File: src/rtl/seq_detector_prog.sv
// Programmable serial pattern detector: compares the last PAT_W sampled bits
// against a loadable pattern and reports matches as a pulse plus a saturating count.
module seq_detector_prog #(
  parameter int               PAT_W   = 3,
  parameter logic [PAT_W-1:0] PATTERN = 3'b101,
  parameter int               CNT_W   = 8
) (
  input  logic             clk,
  input  logic             rst,
  input  logic             in,
  input  logic             en,
  input  logic             load,
  input  logic [PAT_W-1:0] pat_in,
  input  logic             overlap,
  output logic             out,
  output logic             armed,
  output logic [CNT_W-1:0] match_cnt
);

  localparam int                FILL_W  = $clog2(PAT_W + 1);
  localparam logic [FILL_W-1:0] FULL    = FILL_W'(PAT_W);
  localparam logic [CNT_W-1:0]  CNT_MAX = '1;

  typedef enum logic {
    FILLING = 1'b0,
    ARMED   = 1'b1
  } fill_state_e;

  logic [PAT_W-1:0]  pat_q, pat_d;
  logic [PAT_W-1:0]  hist_q, hist_d;
  logic [FILL_W-1:0] fill_q, fill_d;
  logic [CNT_W-1:0]  cnt_q, cnt_d;
  logic              out_q, out_d;
  fill_state_e       state_q, state_d;

  always_comb begin
    // NOTE: every next-state signal gets a default here so no path leaves it
    // unassigned; otherwise synthesis would infer a latch.
    pat_d  = pat_q;
    hist_d = hist_q;
    fill_d = fill_q;
    cnt_d  = cnt_q;
    out_d  = 1'b0;

    if (load) begin
      pat_d  = pat_in;
      hist_d = '0;
      fill_d = '0;
      cnt_d  = '0;
    end else if (en) begin
      hist_d = {hist_q[PAT_W-2:0], in};
      fill_d = (fill_q == FULL) ? FULL : fill_q + 1'b1;
      // The fill check stops a cleared history from matching an all-zero pattern.
      if ((hist_d == pat_q) && (fill_d == FULL)) begin
        out_d = 1'b1;
        if (cnt_q != CNT_MAX) cnt_d = cnt_q + 1'b1;
        if (!overlap) fill_d = '0;
      end
    end

    state_d = (fill_d == FULL) ? ARMED : FILLING;
  end

  // NOTE: sequential state uses non-blocking assignments so every register
  // samples the pre-edge values, independent of statement order.
  always_ff @(posedge clk) begin
    if (rst) begin
      pat_q   <= PATTERN;
      hist_q  <= '0;
      fill_q  <= '0;
      cnt_q   <= '0;
      out_q   <= 1'b0;
      state_q <= FILLING;
    end else begin
      pat_q   <= pat_d;
      hist_q  <= hist_d;
      fill_q  <= fill_d;
      cnt_q   <= cnt_d;
      out_q   <= out_d;
      state_q <= state_d;
    end
  end

  assign out       = out_q;
  assign armed     = (state_q == ARMED);
  assign match_cnt = cnt_q;

endmodule

File: config.mk
export PLATFORM = sky130hd
export DESIGN_NAME = seq_detector_prog
export DESIGN_NICKNAME = d
export VERILOG_FILES = /design/src/rtl/seq_detector_prog.sv
export SDC_FILE = /design/constraint.sdc
export NUM_CORES = 1
export LEC_CHECK = 0
export ABC_AREA = 1
export CAP_MARGIN = 20
export CORE_UTILIZATION = 40
export DETAILED_ROUTE_END_ITERATION = 6
export GPL_TIMING_DRIVEN = 0
export PLACE_DENSITY = 0.65
export SYNTH_ARGS = -nofsm -noshare
export SYNTH_HDL_FRONTEND = slang
export SYNTH_SLANG_ARGS = --single-unit
export TNS_END_PERCENT = 5
File: constraint.sdc
create_clock -name clk -period 1.6 [get_ports clk]
set_input_delay 0.32 -clock clk [delete_from_list [all_inputs] [get_ports clk]]
set_output_delay 0.32 -clock clk [all_outputs]
set_load 0.1 [all_outputs]
==> flow_summary.rst <==
.. list-table::
   :header-rows: 1

   * - Metric
     - Value
   * - Final Routed Wirelength
     - 1789 um
   * - Biggest area consumer among synthesized cells
     - dfxtp_1
   * - Proportion of netlist area held by the largest area contributor
     - 38.26%
   * - Overall Global Routing Usage
     - 16.97%
   * - CP Class
     - flip-flop to output port
   * - Relative slew slack
     - 63.88%
   * - H-tree levels
     - 1
   * - Core Footprint
     - 2022 um2
   * - Relative contribution of the clock network to total power
     - 31.8%
   * - TritonCTS clock tree
     - done
   * - Ys Warns
     - 0
   * - Clock sink count
     - 17
   * - Most used cells in the layout excluding fill and tap cells
     - nand2_1, inv_1, a21oi_1
   * - Fraction of power spent switching nets
     - 24.87%
   * - Max frequency
     - 642.5 MHz
   * - Detail-routed net length per standard cell
     - 10.05 um
   * - Synthesized area
     - 889.6 um2
   * - Share of cells above drive strength 1
     - 19.87%
   * - Worst setup slack after placement
     - -0.2442 ns
   * - Setup Skew
     - 0.001639 ns
   * - Type of the most critical hold path
     - flip-flop to flip-flop
   * - Worst slew pin tran
     - 0.5441 ns
   * - Die Span Y
     - 49.16 um
   * - Count of TritonRoute iterations in the first routing pass
     - 4
   * - Hold violation total from the final report
     - 0
   * - Final HPWL DP
     - 1320 um
   * - Endpoint kind of the worst setup timing path
     - output port
   * - Mapped Nets
     - 139
   * - Accumulated negative setup slack
     - 0 ns
   * - Arr. time, crit path
     - 1.24 ns
   * - Reported max-cap violation count
     - 0
   * - Number of synthesized register bits
     - 17
   * - Tmin final
     - 1.556 ns
   * - Remaining DRCs
     - 0
   * - Synthesis-to-finish area growth
     - 27.00%
   * - Count of input and output buffers
     - 18
   * - Initial cell density of the core
     - 44.00%
   * - Clock input transition at the sequential cells of the worst setup and hold paths
     - 0.10 ns
   * - Sequential cell fraction of total power
     - 58.6%
   * - Family with the most delay on the worst path
     - buffers and inverters
   * - Antenna violations before repair
     - 0
   * - Final period util
     - 97.28%
   * - Layout Nets
     - 162
   * - Fraction of the yosys area taken by sequential cells
     - 38.26%
   * - Unrepaired setup endpoints after global routing
     - no
   * - First-iteration detailed-routing DRC count
     - 21
   * - Final number of setup-violating endpoints
     - 0
   * - Leftover overflow at the end of global routing
     - 0
   * - Number of vias in the routed layout
     - 841
   * - Area of the die
     - 2417 um2
   * - Cell type of the slowest stage on the worst timing path
     - clkdlybuf4s18_2
   * - Final Power
     - 741.1 uW
   * - Leak pwr
     - 0.0005065 uW
   * - Max rail drop VDD
     - 510.0 uV
   * - Mapped Avg Cell Area
     - 6.896 um2
   * - Number of buffers inserted by post-CTS setup repair
     - 0
   * - P_sw
     - 184.3 uW
   * - Number of vias per cell after detailed routing
     - 4.725
   * - Number of fill cells in the layout
     - 205
   * - CTS root buf
     - clkbuf_4
   * - Fin util
     - 55.88%
   * - Cells along the critical path
     - clkdlybuf4s18_2
   * - Synth top area cells
     - dfxtp_1, nand2_1, a21oi_1
   * - Relative contribution of combinational cells to total power
     - 9.6%
   * - Pin count of the biggest net entering global routing
     - 10
   * - Width of the die
     - 49.16 um
   * - Clock network latency to the later pin of the worst-skew pair
     - 0.29 ns
   * - Kind of start point of the critical path
     - flip-flop
   * - Pwr per Cell Area
     - 655.9 nW/um2
   * - Dpl cells
     - 174
   * - CP peak stage delay
     - 0.55 ns
   * - Yosys cell types
     - 21
   * - Result of the run
     - finished, final reports clean
   * - Number of buffers created by CTS
     - 3
   * - Number of antenna cells inserted
     - 0
   * - Number of instances in the synthesized netlist
     - 129
   * - Standard-cell rows
     - 16
   * - Worst-path maximum fanout
     - 5
   * - I/O pins
     - 19
   * - Deepest clock path buffer count
     - 2
   * - Crit path buffers/inverters
     - 1
   * - Pint
     - 556.8 uW
   * - Wire length of the first global-routing pass
     - 3070 um
   * - Post-detailed-route count of antenna-violating nets
     - 0
   * - Routability Congestion
     - 0.8483
   * - Via count of the first global-routing pass
     - 729
   * - Final-report max-slew violation count
     - 0
   * - WP data required
     - 1.28 ns
   * - Worst setup slack after layout
     - 0.04359 ns
   * - Most common cell after layout, fill and taps aside
     - nand2_1
   * - Post-Layout Cell Count
     - 178
synthesized netlist by cell type:
| library cell | number |
|---|---|
| nor2_8 | 1 |
| nand3_1 | 9 |
| nand4_1 | 1 |
| xor2_1 | 1 |
| nand2_2 | 2 |
| dfxtp_1 | 17 |
| nor3_1 | 1 |
| a21oi_1 | 12 |
| nor2_1 | 11 |
| nand3b_1 | 2 |
| nand2_1 | 37 |
| xnor2_1 | 2 |
| nor2_2 | 1 |
| o21ai_0 | 7 |
| a211oi_1 | 1 |
| inv_1 | 16 |
| ha_1 | 1 |
| a21oi_2 | 1 |
| nand2_4 | 1 |
| nand3_2 | 3 |
| clkinv_1 | 2 |
power groups by stage:
stage,clock network [uW],logic (uW),registers [uW]
2_1_floorplan,0,38.0,444
3_3_place_gp,0,70.6,444
3_5_place_dp,0,71.5,444
4_1_cts,245,71.8,434
5_1_grt,265,81.7,436
6_report,236,71.2,434
worst min-delay path: cells and delay by family (launching register included):
family | cells | cell delay [ns]
AO/OA/AOI/OAI | 1 | 0.05
flip-flops | 1 | 0.35
AND/OR/NAND/NOR | 1 | 0.06
routing by layer:
| metal | wire [um] | track usage (%) | share of wire [%] | vias up |
|---|---|---|---|---|
| li1 | - | - | - | 458 |
| met1 | 923 | 20.54 | 52 | 363 |
| met2 | 740 | 26.71 | 41 | 16 |
| met3 | 97 | 7.165 | 5.4 | 4 |
| met4 | 27 | 5.882 | 1.5 | 0 |
| met5 | 0 | 0 | 0 | - |
layout make-up:
type	count	area [um2]	share of cell area (%)
Clock buffer	4	26.28	2.326
Inverter	18	67.56	5.980
Multi-Input combinational cell	94	481.7	42.64
Sequential cell	17	355.3	31.45
Tap cell	27	33.78	2.990
Timing Repair Buffer	18	165.2	14.62
registers in the layout (all words and copies together), names as in the netlist:
name,count
pat_q,3
armed,1
match_cnt,8
out,1
fill_q,2
hist_q,2
metrics by stage:
| step | area, um2 | hold WS (ns) |
|---|---|---|
| finish | 1130 | 0.4933 |
| global route | 1130 | 0.5217 |
| CTS | 1155 | 0.4944 |
| detailed placement | 1119 | 0.4791 |
| global placement | 1119 | 0.4796 |
| floorplan | 904.6 | 0.3924 |
cell families (layout without fill, tap and decap cells):
group	Yosys count	after routing	synth area share [%]
AO/OA/AOI/OAI	21	21	12.52
XOR/XNOR	3	3	2.954
adder cells (fa/ha/maj)	1	1	1.406
buffers and inverters	18	40	7.596
flip-flops	17	17	38.26
AND/OR/NAND/NOR	69	69	37.27
worst paths after layout:
check / start / end / slack, ns / cells after the start
max: match_cnt[3]$_SDFFE_PP0P_ / match_cnt[3] / 0.04 / 1
min: match_cnt[7]$_SDFFE_PP0P_ / match_cnt[7]$_SDFFE_PP0P_ / 0.49 / 2
max reg2reg: match_cnt[0]$_SDFFE_PP0P_ / match_cnt[6]$_SDFFE_PP0P_ / 0.18 / 7
min reg2reg: match_cnt[7]$_SDFFE_PP0P_ / match_cnt[7]$_SDFFE_PP0P_ / 0.49 / 2
timing repair:
item                                    CTS  global route
hold buffers                              0             0
gates resized for setup                  30             8
endpoints found under the setup margin   10             6
hold endpoints to repair                  0             0
Power figures use the tool's default switching activity.
